[src/rtl/lnrv_icb_wrr_arbiter.sv]
// lnrv_icb_wrr_arbiter: weighted round-robin grant for a shared ICB command channel.
// Defining LNRV_ICB_ARB_LOCK_EN adds a lock input that pins the grant across quota exhaustion.
module lnrv_icb_wrr_arbiter #(
    parameter int P_ARBT_NUM       = 4,
    parameter int P_WEIGHT_WIDTH   = 4,
    parameter int P_GRANT_ID_WIDTH = 2
) (
    input  logic                                 clk,
    input  logic                                 reset,
    input  logic [P_ARBT_NUM-1:0]                request,
    input  logic [P_ARBT_NUM*P_WEIGHT_WIDTH-1:0] cfg_weight,
    input  logic                                 accept,
`ifdef LNRV_ICB_ARB_LOCK_EN
    input  logic                                 lock,
`endif
    output logic [P_ARBT_NUM-1:0]                grant,
    output logic                                 grant_vld,
    output logic [P_GRANT_ID_WIDTH-1:0]          grant_id,
    output logic [P_WEIGHT_WIDTH-1:0]            credit
);
    typedef enum logic {IDLE, BUSY} state_t;
    state_t                        state, state_nxt;
    logic [P_GRANT_ID_WIDTH-1:0]   ptr, ptr_nxt, grant_id_nxt, win_id, base;
    logic [P_ARBT_NUM-1:0]         grant_nxt, cand;
    logic [P_WEIGHT_WIDTH-1:0]     credit_nxt, win_field, win_weight;
    logic                          win_vld, lock_q;
    int                            idx;

`ifdef LNRV_ICB_ARB_LOCK_EN
    assign lock_q = lock;
`else
    assign lock_q = 1'b0;
`endif

    assign grant_vld = |grant;

    // Idle searches all requesters after the pointer; busy searches the others after the holder.
    always_comb begin
        cand    = (state == IDLE) ? request : request & ~grant;
        base    = (state == IDLE) ? ptr : grant_id;
        win_vld = 1'b0;
        win_id  = '0;
        idx     = 0;
        for (int k = 1; k <= P_ARBT_NUM; k++) begin
            idx = (int'(base) + k) % P_ARBT_NUM;
            if (!win_vld && cand[P_GRANT_ID_WIDTH'(idx)]) begin
                win_vld = 1'b1;
                win_id  = P_GRANT_ID_WIDTH'(idx);
            end
        end
        win_field  = cfg_weight[win_id*P_WEIGHT_WIDTH +: P_WEIGHT_WIDTH];
        win_weight = (win_field == '0) ? P_WEIGHT_WIDTH'(1) : win_field;
    end

    always_comb begin
        state_nxt    = state;
        ptr_nxt      = ptr;
        grant_nxt    = grant;
        grant_id_nxt = grant_id;
        credit_nxt   = credit;
        if (state == IDLE) begin
            if (win_vld) begin
                state_nxt    = BUSY;
                grant_nxt    = P_ARBT_NUM'(1) << win_id;
                grant_id_nxt = win_id;
                credit_nxt   = win_weight;
            end
        end else if (accept && credit > P_WEIGHT_WIDTH'(1)) begin
            credit_nxt = credit - P_WEIGHT_WIDTH'(1);
        end else if ((accept && !lock_q) || (!accept && !request[grant_id])) begin
            ptr_nxt = grant_id;
            if (accept && win_vld) begin
                grant_nxt    = P_ARBT_NUM'(1) << win_id;
                grant_id_nxt = win_id;
                credit_nxt   = win_weight;
            end else begin
                state_nxt    = IDLE;
                grant_nxt    = '0;
                grant_id_nxt = '0;
                credit_nxt   = '0;
            end
        end
    end

    always_ff @(posedge clk or posedge reset) begin
        if (reset) begin
            state    <= IDLE;
            ptr      <= P_GRANT_ID_WIDTH'(P_ARBT_NUM - 1);
            grant    <= '0;
            grant_id <= '0;
            credit   <= '0;
        end else begin
            state    <= state_nxt;
            ptr      <= ptr_nxt;
            grant    <= grant_nxt;
            grant_id <= grant_id_nxt;
            credit   <= credit_nxt;
        end
    end
endmodule

[config.mk]
export PLATFORM = sky130hd
export DESIGN_NAME = lnrv_icb_wrr_arbiter
export DESIGN_NICKNAME = d
export VERILOG_FILES = /design/src/rtl/lnrv_icb_wrr_arbiter.sv
export SDC_FILE = /design/constraint.sdc
export NUM_CORES = 1
export LEC_CHECK = 0
export CAP_MARGIN = 0
export CORE_MARGIN = 2
export CORE_UTILIZATION = 47
export CTS_BUF_LIST = sky130_fd_sc_hd__clkbuf_8 sky130_fd_sc_hd__clkbuf_16
export DETAILED_ROUTE_END_ITERATION = 8
export GPL_TIMING_DRIVEN = 0
export PLACE_DENSITY = 0.84
export SKIP_CTS_REPAIR_TIMING = 1
export SYNTH_ARGS = -nofsm -noshare
export SYNTH_HDL_FRONTEND = slang
export SYNTH_SLANG_ARGS = --single-unit
[constraint.sdc]
create_clock -name clk -period 3.2 [get_ports clk]
set_input_delay 0.32 -clock clk [delete_from_list [all_inputs] [get_ports clk]]
set_output_delay 0.32 -clock clk [all_outputs]
set_load 0.05 [all_outputs]
Word level (Yosys, flattened, before mapping)
Cells that the tools add are included.
{"block": "totals", "latch_bits": 0, "mem_bits_ro": 0, "ramBits": 0, "word_cells": 87, "inputBits": 23, "reg_bits": 13, "output_inout_bits": 11, "mem_count": 0}
{"block": "op_classes", "n_mux": 45, "n_bitwise": 3, "n_reduce_logical": 18, "n_div": 0, "n_eq_ne": 3, "multipliers": 0, "n_lt_le_gt_ge": 6, "n_shift": 2, "add_sub_neg": 5}
{"operator": "$mux 4", "count": 12}
{"operator": "$mux 2", "count": 10}
{"operator": "$mux 1", "count": 18}
{"operator": "$lt 2x4->1 const B", "count": 4}
{"operator": "$shiftx 16x5->4", "count": 1}
{"operator": "$bmux 1 s2", "count": 5}
{"operator": "$logic_and 1x1->1", "count": 6}
{"operator": "$reduce_and 3->1", "count": 2}
{"operator": "$logic_not 1->1", "count": 5}
{"operator": "$add 2x1->2 const B", "count": 2}
{"operator": "$add 2x2->2 const B", "count": 2}
{"operator": "$and 4x4->4", "count": 1}
{"operator": "$gt 4x1->1 const B", "count": 1}
{"operator": "$logic_not 4->1", "count": 1}
{"operator": "$not 4->4", "count": 1}
{"operator": "$reduce_or 4->1", "count": 1}
{"operator": "$shl 1x2->4 const A", "count": 1}
{"operator": "$sub 4x1->4 const B", "count": 1}
{"operator": "$lt 2x3->1 const B", "count": 1}
{"operator": "$ne 3x1->1 const B", "count": 1}
{"operator": "$ne 2x1->1 const B", "count": 1}
{"operator": "$ne 2x2->1 const B", "count": 1}
{"operator": "$reduce_and 2->1", "count": 1}
{"operator": "$reduce_bool 2->1", "count": 1}
{"operator": "2 further kinds", "count": 2}

Depth between registers and ports, before layout
{"block": "logic_depth", "depth_word": 23, "ltp_mapped": 10, "mapped_depth_nobuf": 8}

Worst setup path before layout
OpenSTA, ideal clock, no wires.
{"block": "synth_path", "kind": "register to register", "startpoint": "reg grant[2]", "endpoint": "reg credit[0]", "setup_time_ns": 0.080, "arrival_time_ns": 2.588, "path_stages_with_launch": 10, "required_time_ns": 3.120, "slack_ns": 0.532, "path_cell_list": "dfrtp_1 > nor2b_1 > or3_1 > buf_2 > and3b_4 > buf_6 > a221oi_1 > mux2i_1 > or4_1 > o211ai_2"}
{"block": "synth_between", "elab_chain_cells": 23, "elab_cells_between_ends": 40, "classes_between": "1 x shift; 27 x mux; 2 x bitwise; 10 x reduce/logical"}
{"item": "start: declaration", "line_no": "16", "source": "output logic [P_ARBT_NUM-1:0] grant,"}
{"item": "start signal: assignment", "line_no": "95", "source": "grant <= grant_nxt;"}
{"item": "$not 4->4 *", "line_no": "39", "source": "cand = (state == IDLE) ? request : request & ~grant;"}
{"item": "$and 4x4->4 *", "line_no": "39"}
{"item": "$mux 4 *", "line_no": "39"}
{"item": "$bmux 1 s2", "line_no": "46", "source": "if (!win_vld && cand[P_GRANT_ID_WIDTH'(idx)]) begin"}
{"item": "$mux 1 (implied by the code) (2 in a row)", "line_no": "46"}
{"item": "$mux 1", "line_no": "46"}
{"item": "$logic_not 1->1", "line_no": "46"}
{"item": "$logic_and 1x1->1", "line_no": "46"}
{"item": "[6 not listed]"}
{"item": "$mux 2", "line_no": "46"}
{"item": "$shiftx 16x5->4", "line_no": "51", "source": "win_field = cfg_weight[win_id*P_WEIGHT_WIDTH +: P_WEIGHT_WIDTH];"}
{"item": "$logic_not 4->1", "line_no": "52", "source": "win_weight = (win_field == '0) ? P_WEIGHT_WIDTH'(1) : win_field;"}
{"item": "$mux 4", "line_no": "52"}
{"item": "$mux 4", "line_no": "72", "source": "if (accept && win_vld) begin"}
{"item": "$mux 4", "line_no": "70", "source": "end else if ((accept && !lock_q) || (!accept && !request[grant_id])) begin"}
{"item": "$mux 4", "line_no": "68", "source": "end else if (accept && credit > P_WEIGHT_WIDTH'(1)) begin"}
{"item": "$mux 4", "line_no": "61", "source": "if (state == IDLE) begin"}
{"item": "end signal: assignment", "line_no": "97", "source": "credit <= credit_nxt;"}
{"item": "end: declaration", "line_no": "19", "source": "output logic [P_WEIGHT_WIDTH-1:0] credit"}
Mark *: on every way between the ends. The rest lies on a longest branch, timed or not. The select of a mux whose other input is x is not followed.
A chain may end at the register's enable or synchronous reset.

Worst setup path in the final report
{"block": "layout_path", "startpoint": "in request[2]", "endpoint": "reg credit[0]"}
{"block": "layout_between", "elab_chain_cells": 22, "elab_cells_between_ends": 45, "classes_between": "1 x eq/ne; 1 x shift; 29 x mux; 1 x bitwise; 13 x reduce/logical"}
{"item": "start: declaration", "line_no": "10", "source": "input logic [P_ARBT_NUM-1:0] request,"}
{"item": "$and 4x4->4", "line_no": "39"}
{"item": "$mux 4", "line_no": "39"}
{"item": "$bmux 1 s2", "line_no": "46"}
{"item": "$mux 1 (implied by the code) (2 in a row)", "line_no": "46"}
{"item": "$mux 1", "line_no": "46"}
{"item": "$logic_not 1->1", "line_no": "46"}
{"item": "$logic_and 1x1->1", "line_no": "46"}
{"item": "$mux 1", "line_no": "46"}
{"item": "[5 not listed]"}
{"item": "$mux 2", "line_no": "46"}
{"item": "$shiftx 16x5->4", "line_no": "51"}
{"item": "$logic_not 4->1", "line_no": "52"}
{"item": "$mux 4", "line_no": "52"}
{"item": "$mux 4", "line_no": "72"}
{"item": "$mux 4", "line_no": "70"}
{"item": "$mux 4", "line_no": "68"}
{"item": "$mux 4", "line_no": "61"}
Parallel ways exist; a longest one is shown, timed or not. The select of a mux whose other input is x is not followed.

==> results.cfg <==
[outcome]
outcome = finished, final reports clean

[detailed_routing]
first_pass_iters = 4
wl_per_cell_um = 17.3
drt_iter0_drc = 45
viasPerCell = 6.51
ant_nets = 0
drc = 0
wl_um = 3430
dr_total_vias = 1295

[clock_network]
clk_latency_ns = 0.25
clockBufferDepth = 2
tritoncts = built
numCtsBuffers = 3
htreeDepth = 1
cts.sinks = 13
cts-root-buf = clkbuf_8
clk_pin_slew_ns = 0.05

[grt]
grt_max_degree = 14
grt_use_total_pct = 24.8
grt_pass1_vias = 1215
gr-usage-met3_pct = 4.64
grt_use_met1_pct = 31.2
grt-ovfl-total = 0
antenna_found_initial = 0
grt_pass1_wl_um = 5330
top_usage_layer = met2
grtUsageMet2_pct = 42.8

[job]
cap_violations = 0

[worst_setup_path]
arrival_ns = 2.97
crit_path_start = request[2]
cp.required_ns = 3.37
critical_path.top_delay_family = simple AND/OR/NAND/NOR gates
critPathSlowestCell = or4_1
path_cells = clkdlybuf4s50_1 > nor2b_1 > or3_1 > buf_2 > and3b_4 > buf_6 > a221oi_1 > mux2i_1 > or4_1 > o211ai_2
cp-start-kind = primary input
worst-path-max-fanout = 8
cp_num_buf_inv = 3
crit_path_max_incr_delay_ns = 0.55
r2r_start = state
path_class = in -> reg
cp-end-kind = register

[power_and_ir_drop]
total_power_mw = 1.63
vdd_ir_drop_max_mv = 0.678
p_leak_nw = 0.680
power.density_nw_per_um2 = 1010

[synth]
syn_nets = 157
synth.distinct_cells = 42
ys_warn_count = 0
synth-edff-count = 0
synthesis.area_um2 = 1200
synthArstFlopShare_pct = 100
yosys_most_used_dff = dfrtp_1
postSynthAreaPerCell_um2 = 9.08
ys_seq_area_share_pct = 27.3
ys_ff_latch = 13
syn_inst = 132

[placed_design]
place_hpwl_um = 2570
io_buffers = 33
place_congestion = 0.871

[cells_and_area]
insertedDiodeCount = 0
multiInputGateArea_um2 = 807
seqCellArea_um2 = 328
nets = 195
layout-area-overhead-vs-synth_pct = 34.4
fillers = 211
drive_above_1_share_pct = 13.0

[sta]
fin_setup_tns_ns = 0
slew_headroom_pct = 53.9
finalCritPeriodShare_pct = 87.2
finalWorstPathRequiredPeriod_ns = 2.79
worst_pin_slew_ns = 0.688
fin_skew_ns = 0.00289
drv_slew = 0
fmax_mhz = 358
finalHoldViolCount = 0
setup_viol = 0
grt_setup_unrepaired = no

[hold_path]
hp-class = in -> async

[die]
ios = 34
die_w_um = 54.5
design.core.area_um2 = 2450
initial_core_util_pct = 48.8
die_h_um = 54.5
die_area_um2 = 2970
rows = 18
-- synthesized netlist by cell type (2+ instances only) --
cell	number	area [um2]
buf_6	2	22.5
nor3_1	2	10.0
a21oi_1	5	25.0
ha_1	2	25.0
a221o_1	2	20.0
nand2_1	20	75.1
a222oi_1	2	20.0
a22o_1	2	17.5
a21o_1	4	30.0
mux2i_1	10	100
mux2_2	4	45.0
dfrtp_1	11	275
o21ai_0	6	30.0
or4_1	2	15.0
nor2_1	7	26.3
nor3b_1	2	15.0
nand3_1	2	10.0
inv_1	5	18.8
nand2b_1	2	12.5
clkbuf_1	2	7.51
a221oi_1	6	52.6
a21boi_0	2	15.0
nor2b_1	3	18.8
buf_2	3	15.0
o311ai_0	6	52.6
dfstp_2	2	52.6
-- power breakdown --
part	internal [mW]	total, mW	switching, mW
registers	0.237	0.311	0.0743
logic	0.488	1.18	0.688
clock network	0.0849	0.145	0.0603
total	0.810	1.63	0.823
-- through the flow --
| step | hold slack, ns | util, % | worst slack, ns | cells | instance area, um2 |
|---|---|---|---|---|---|
| 3_5_place_dp | 0.560 | 63.8 | 0.178 | 195 | 1570 |
| 6_report | 0.390 | 65.6 | 0.408 | 199 | 1610 |
| 2_1_floorplan | 0.196 | - | 0.532 | 132 | 1200 |
| 5_1_grt | 0.465 | 65.6 | 0.221 | 199 | 1610 |
| 3_3_place_gp | 0.565 | 63.8 | 0.234 | 195 | 1570 |
| 4_1_cts | 0.409 | 65.6 | 0.423 | 199 | 1610 |
-- final timing paths --
kind,endpoint,slack (ns),cells after the start
max,credit[0],0.41,10
min,grant[3],0.39,2
max reg2reg,credit[0],0.56,9
min reg2reg,grant[3],0.59,2
max in group asynchronous,ptr[0],2.46,2
min in group clk,grant[3],0.59,2
-- area by class of cell --
class | instances | share of cell area, %
Buffer | 7 | 2.80
Timing Repair Buffer | 33 | 20.5
Tap cell | 30 | 2.33
Clock inverter | 1 | 0.233
Sequential cell | 13 | 20.3
Clock buffer | 3 | 2.56
Inverter | 5 | 1.16
Multi-Input combinational cell | 107 | 50.1
-- registers in the layout, indices dropped and copies added (netlist names) --
signal	flops
credit	4
grant	4
grant_id	2
ptr	2
state	1
-- kinds of logic after synthesis --
kind of cell	share of synthesized area, %
fa+ha+maj	2.09
buf+inv	5.32
simple gates	17.4
flops	27.3
compound gates	32.6
mux	15.2
-- layer usage --
metal	share of wire (%)	routed length [um]	vias to the layer above
li1	-	-	592
met1	43	1470	652
met2	52	1790	46
met3	4.0	138	5
met4	0.99	34	0
met5	0	0	-
-- cells in the final DEF (no fill, tap or decap), drive strengths merged, types with 2 or more instances in the layout --
cell / synthesis / layout
nand2: 20 / 20
dfrtp: 11 / 11
clkbuf: 2 / 5
nor3: 2 / 2
o311ai: 6 / 6
nor2: 7 / 7
a21o: 4 / 4
a221oi: 6 / 6
nor3b: 2 / 2
nand3: 2 / 2
buf: 5 / 5
ha: 2 / 2
dfstp: 2 / 2
clkdlybuf4s50: 0 / 33
a221o: 2 / 2
a22o: 2 / 2
a222oi: 2 / 2
a21oi: 5 / 5
o31ai: 2 / 2
mux2: 5 / 5
inv: 5 / 6
o21ai: 6 / 6
mux2i: 10 / 10
or4: 2 / 2
nand2b: 2 / 2
a21boi: 2 / 2
nor2b: 3 / 3
No activity file was read; power rests on OpenSTA's default activity.
